**config.mk**
```make
export PLATFORM = sky130hd
export DESIGN_NAME = bilinear_interp_pipe
export DESIGN_NICKNAME = d
export VERILOG_FILES = /design/src/rtl/scaler_pkg.sv /design/src/rtl/bilerp_lane.sv /design/src/rtl/bilinear_interp_pipe.sv
export SDC_FILE = /design/constraint.sdc
export NUM_CORES = 2
export LEC_CHECK = 0
export ABC_AREA = 1
export BUFFER_PORTS_ARGS = -buffer_cell sky130_fd_sc_hd__clkbuf_2
export CORE_MARGIN = 4
export CORE_UTILIZATION = 56
export CTS_BUF_LIST = sky130_fd_sc_hd__clkbuf_8
export DETAILED_ROUTE_END_ITERATION = 16
export GPL_TIMING_DRIVEN = 1
export HOLD_SLACK_MARGIN = 0.08
export PLACE_DENSITY_LB_ADDON = 0.08
export SLEW_MARGIN = 20
export SYNTH_ARGS = -nofsm -noshare
export SYNTH_HDL_FRONTEND = slang
export SYNTH_SLANG_ARGS = --single-unit
export TNS_END_PERCENT = 1
```
**constraint.sdc**
```tcl
create_clock -name clk -period 11.85 [get_ports clk]
set_clock_uncertainty 0.15 [all_clocks]
set_input_delay 2.37 -clock clk [delete_from_list [all_inputs] [get_ports clk]]
set_output_delay 2.37 -clock clk [all_outputs]
set_load 0.05 [all_outputs]
```
**src/rtl/scaler_pkg.sv**
```systemverilog
// Shared constants and width helpers for the scaler bilinear datapath.
package scaler_pkg;
  localparam logic MODE_BILINEAR = 1'b0;
  localparam logic MODE_NEAREST  = 1'b1;
  localparam int   SB_EOL = 0;
  localparam int   SB_SOF = 1;

  function automatic int wgt_w(input int frac);
    return frac + 1;
  endfunction

  function automatic int acc_w(input int ch, input int frac);
    return ch + 2 * frac;
  endfunction
endpackage

```
**src/rtl/bilerp_lane.sv**
```systemverilog
// One channel of the bilinear datapath: horizontal blend, vertical blend, scale-down.
// SCALER_ROUND_EN selects round-half-up on the final shift instead of truncation.
module bilerp_lane
  import scaler_pkg::*;
#(
  parameter int CH_WIDTH   = 8,
  parameter int FRAC_WIDTH = 6
) (
  input  logic                           clk,
  input  logic                           rst,
  input  logic                           adv,
  input  logic [CH_WIDTH-1:0]            p00,
  input  logic [CH_WIDTH-1:0]            p01,
  input  logic [CH_WIDTH-1:0]            p10,
  input  logic [CH_WIDTH-1:0]            p11,
  input  logic [wgt_w(FRAC_WIDTH)-1:0]   wx0,
  input  logic [wgt_w(FRAC_WIDTH)-1:0]   wx1,
  input  logic [wgt_w(FRAC_WIDTH)-1:0]   wy0,
  input  logic [wgt_w(FRAC_WIDTH)-1:0]   wy1,
  output logic [CH_WIDTH-1:0]            dout
);
  localparam int WW = wgt_w(FRAC_WIDTH);
  localparam int HW = CH_WIDTH + FRAC_WIDTH;
  localparam int AW = acc_w(CH_WIDTH, FRAC_WIDTH);

  logic [HW-1:0] top_q, bot_q;
  logic [WW-1:0] wy0_q, wy1_q;
  logic [AW-1:0] acc_q, acc_r;

`ifdef SCALER_ROUND_EN
  localparam logic [AW-1:0] RND = AW'(1) << (2 * FRAC_WIDTH - 1);
  assign acc_r = acc_q + RND;
`else
  assign acc_r = acc_q;
`endif

  always_ff @(posedge clk or posedge rst) begin
    if (rst) begin
      top_q <= '0;
      bot_q <= '0;
      wy0_q <= '0;
      wy1_q <= '0;
      acc_q <= '0;
      dout  <= '0;
    end else if (adv) begin
      top_q <= HW'(p00) * HW'(wx0) + HW'(p01) * HW'(wx1);
      bot_q <= HW'(p10) * HW'(wx0) + HW'(p11) * HW'(wx1);
      wy0_q <= wy0;
      wy1_q <= wy1;
      acc_q <= AW'(top_q) * AW'(wy0_q) + AW'(bot_q) * AW'(wy1_q);
      dout  <= CH_WIDTH'(acc_r >> (2 * FRAC_WIDTH));
    end
  end
endmodule

```
**src/rtl/bilinear_interp_pipe.sv**
```systemverilog
// 4-stage multi-channel bilinear/nearest interpolator with valid/ready and sideband.
// Build option SCALER_ROUND_EN enables round-half-up in the output stage.
module bilinear_interp_pipe
  import scaler_pkg::*;
#(
  parameter int NUM_CH     = 3,
  parameter int CH_WIDTH   = 8,
  parameter int FRAC_WIDTH = 6,
  parameter int SB_WIDTH   = 2
) (
  input  logic                         clk,
  input  logic                         rst,
  input  logic                         in_valid,
  output logic                         in_ready,
  input  logic                         mode,
  input  logic [FRAC_WIDTH-1:0]        fx,
  input  logic [FRAC_WIDTH-1:0]        fy,
  input  logic [NUM_CH*CH_WIDTH-1:0]   p00,
  input  logic [NUM_CH*CH_WIDTH-1:0]   p01,
  input  logic [NUM_CH*CH_WIDTH-1:0]   p10,
  input  logic [NUM_CH*CH_WIDTH-1:0]   p11,
  input  logic [SB_WIDTH-1:0]          sb_in,
  output logic                         out_valid,
  input  logic                         out_ready,
  output logic [NUM_CH*CH_WIDTH-1:0]   dout,
  output logic [SB_WIDTH-1:0]          sb_out
);
  localparam int WW     = wgt_w(FRAC_WIDTH);
  localparam int PW     = NUM_CH * CH_WIDTH;
  localparam int STAGES = 4;
  localparam logic [WW-1:0] ONE = WW'(1) << FRAC_WIDTH;

  typedef struct packed {
    logic [WW-1:0] wx0;
    logic [WW-1:0] wx1;
    logic [WW-1:0] wy0;
    logic [WW-1:0] wy1;
  } wgt_t;

  logic adv, take;
  logic [STAGES:1]               vld_pipe;
  logic [STAGES:1][SB_WIDTH-1:0] sb_pipe;
  wgt_t                          w_d, w_q;
  logic [PW-1:0]                 p00_q, p01_q, p10_q, p11_q;

  // One shared stall: every stage moves only when the output slot is free or drained.
  assign adv       = !out_valid || out_ready;
  assign in_ready  = adv;
  assign take      = in_valid && adv;
  assign out_valid = vld_pipe[STAGES];
  assign sb_out    = sb_pipe[STAGES];

  always_comb begin
    w_d = '0;
    if (mode == MODE_NEAREST) begin
      w_d.wx1 = fx[FRAC_WIDTH-1] ? ONE : '0;
      w_d.wy1 = fy[FRAC_WIDTH-1] ? ONE : '0;
    end else begin
      w_d.wx1 = {1'b0, fx};
      w_d.wy1 = {1'b0, fy};
    end
    w_d.wx0 = ONE - w_d.wx1;
    w_d.wy0 = ONE - w_d.wy1;
  end

  always_ff @(posedge clk or posedge rst) begin
    if (rst) begin
      vld_pipe <= '0;
      sb_pipe  <= '0;
      w_q      <= '0;
      p00_q    <= '0;
      p01_q    <= '0;
      p10_q    <= '0;
      p11_q    <= '0;
    end else if (adv) begin
      vld_pipe <= {vld_pipe[STAGES-1:1], take};
      sb_pipe  <= {sb_pipe[STAGES-1:1], sb_in};
      w_q      <= w_d;
      p00_q    <= p00;
      p01_q    <= p01;
      p10_q    <= p10;
      p11_q    <= p11;
    end
  end

  for (genvar c = 0; c < NUM_CH; c++) begin : g_lane
    bilerp_lane #(
      .CH_WIDTH  (CH_WIDTH),
      .FRAC_WIDTH(FRAC_WIDTH)
    ) u_lane (
      .clk (clk),
      .rst (rst),
      .adv (adv),
      .p00 (p00_q[c*CH_WIDTH +: CH_WIDTH]),
      .p01 (p01_q[c*CH_WIDTH +: CH_WIDTH]),
      .p10 (p10_q[c*CH_WIDTH +: CH_WIDTH]),
      .p11 (p11_q[c*CH_WIDTH +: CH_WIDTH]),
      .wx0 (w_q.wx0),
      .wx1 (w_q.wx1),
      .wy0 (w_q.wy0),
      .wy1 (w_q.wy1),
      .dout(dout[c*CH_WIDTH +: CH_WIDTH])
    );
  end
endmodule
```
==> metrics <==
vias in the first global route 42300; Worst Setup End Kind flop; final core occ 0.591; Hold Path Depth 2; Synth top area share 0.340; max_slew headroom 0.332; WHS Endpoint sb_pipe[4]; Max-Cap Viols 0; H-Tree Depth 2; CTS Buf Count 57; sequential fraction of the synthesis area 0.131; final net count 8441; Synth Register Bits 279; number of synthesis warnings 0; # hold bufs at CTS 0; syn_nets 8587; mux contribution to synthesized area 0.000211; Mean Syn Cell Area 7.55 sq um; HP Class reg -> reg; cells resized by post-CTS repair 0; Detail Route Antenna Nets 0; compound-cell area share of the yosys netlist 0.0327; area leader, netlist fa_1; largest net degree at the start of global routing 116; Die Span X 316 microns; period utilization 0.535; CTS max path bufs 3; main combinational cell family by area after synthesis adder cells; final setup violation count 0; startpoint class of the critical path flop; initial antenna violation count 1; Slew Limit Fails 0; Distinct cells, synth 42; R2R setup slack 5.51 ns; Crit Path Category reg -> reg; worst reg2reg path startpoint g_lane[1].u_lane.wy1_q[0]; adder-cell share of the synthesized area 0.460; CORE AREA 0.0939 sq mm; Clock Root Buffer clkbuf_8; DIE AREA 0.100 sq mm; hold_sp sb_pipe[2]; Post-Syn Area 0.0533 sq mm; DR vias 41400; worst path arrival time 6.82 ns; I/O Buffers 142; total grt overflow 0; Synth Area in Simple Gates 0.199; GPL Wtd Cong 0.907; status completed; Final Hold Fails 0; final WL 129000 microns; post-DR wirelength/cell 15.7 microns; postcts setup bufs 0; Post-Synth XOR/XNOR Area 0.0128; GR Util All Layers 0.271; Slew @ Worst Pin 1.00 ns; fin crit period 6.34 ns; Worst-path clk slew 0.07 ns; worst-path fanout max 55; HPWL after DPL 101000 microns; routed vias/inst 5.04; Starting Density 0.568; worst-skew pair later-pin latency 0.77 ns; first-pass GRT wire length 218000 microns; WP data required 12.32 ns; CTS tree done; First-pass DRT Iterations 6; synth top area cells fa_1 (34%), nand2_1 (16%), inv_1 (13%), dfrtp_1 (13%), ha_1 (12%); top achievable clock speed 158 MHz; die height 316 microns; setup tns final 0 ns; Post-route DRC 0; Sink Count 279; Top Ports 143; Layout area overhead 4.09%; unrepaired setup endpoints after global routing false; Mapped Cells 7057; initial DRC count 3038; worst reg2reg path depth 21; layout cells sized above 1 0.0448; reg2reg end g_lane[2].u_lane.acc_q[18]; Row Count 112
-- sequential cells by signal, summed over array words and instances, names as in the netlist --
name,cells
w_q,26
g_lane.u_lane.acc_q,24
g_lane.u_lane.wy0_q,6
p10_q,24
p00_q,24
g_lane.u_lane.wy1_q,7
sb_out,2
g_lane.u_lane.dout,24
g_lane.u_lane.top_q,42
p01_q,24
p11_q,24
g_lane.u_lane.bot_q,42
sb_pipe,6
vld_pipe,4
-- critical path, stage by stage, from the launching register on --
cell and delay [ns]:
dfrtp_2 0.74, buf_4 0.66, nand2_1 0.19, fa_1 0.56
fa_1 0.45, fa_1 0.54, inv_1 0.05, fa_1 0.44
fa_1 0.51, inv_1 0.05, fa_1 0.47, inv_1 0.04
ha_1 0.39, nand2_1 0.09, inv_1 0.08, nand2_1 0.06
nor3_1 0.23, nand4_1 0.17, nand3_1 0.11, nand2_1 0.05
nand3_1 0.06, nand2_1 0.05
-- cells by family (layout without fill, tap and decap cells) --
kind of cell | Yosys count | after routing
other | 0 | 2
AO/OA/AOI/OAI | 319 | 319
multiplexers | 1 | 1
adder cells (fa/ha/maj) | 1415 | 1415
AND/OR/NAND/NOR | 2710 | 2710
XOR/XNOR | 78 | 78
buffers and inverters | 2255 | 2156
flip-flops | 279 | 279
-- routing by layer --
layer,track usage,wire length (microns)
met1,0.411,61200
met2,0.422,56900
met3,0.0373,8220
met4,0.0530,2250
met5,0,0
-- stage by stage --
step	area (sq um)	instances	hold WS (ns)	setup slack (ns)
global placement	54100	8106	0.297	5.73
detailed placement	54100	8106	0.302	5.57
floorplan	53300	7057	0.290	1.64
CTS	55500	8212	0.283	5.50
global route	55500	8213	0.323	5.01
finish	55500	8214	0.288	5.51
-- how the worst max path moves through the flow --
stage,start,end,slack (ns),depth (start not counted)
detailed placement,g_lane[1].u_lane.wy1_q[0],g_lane[2].u_lane.acc_q[18],5.57,21
finish,g_lane[1].u_lane.wy1_q[0],g_lane[2].u_lane.acc_q[18],5.51,21
CTS,g_lane[1].u_lane.wy1_q[0],g_lane[2].u_lane.acc_q[18],5.50,21
global placement,g_lane[1].u_lane.wy1_q[0],g_lane[2].u_lane.acc_q[18],5.73,21
floorplan,rst,g_lane[0].u_lane.acc_q[12],1.64,1
global route,g_lane[1].u_lane.wy1_q[0],g_lane[2].u_lane.acc_q[18],5.01,21
-- layout make-up --
class,count,area [sq um]
clock inverters,36,374
fillers,8821,38400
inverters,1872,7040
diodes,2,5.00
flip-flops and latches,279,7000
well taps,1254,1570
repair buffers,178,981
clock buffers,70,963
multi-input cells,4523,37500
-- placed cells by master (no fill, tap or decap), types with 41 or more instances in the layout --
cell,netlist,final
nand3_1,153,153
a31oi_1,41,41
ha_1,509,509
nor2_1,151,151
dfrtp_1,279,265
nand2_1,2318,2318
o21ai_0,127,127
xor2_1,46,46
a21oi_1,111,111
fa_1,906,906
inv_1,1870,1883
clkbuf_8,0,70
clkbuf_2,120,142
-- cells in the mapped netlist (all sizes together) --
cell,instances
a21oi,111
nand4,32
and3,1
ha,509
a21o,6
fa,906
o21a,4
nand2,2323
o21ai,131
xor2,46
inv,1872
nand3b,12
nand3,154
and2,1
mux2,1
a31oi,41
a21boi,1
o21bai,18
o31ai,3
xnor2,32
o22ai,1
or2,11
buf,107
clkbuf,276
a211o,1
o211ai,2
nor2,156
dfrtp,279
nor4,1
nor3,19
Power is left out: the tool's default activity adds up to more than one toggle a clock period on the data nets, which glitch-free logic cannot reach.
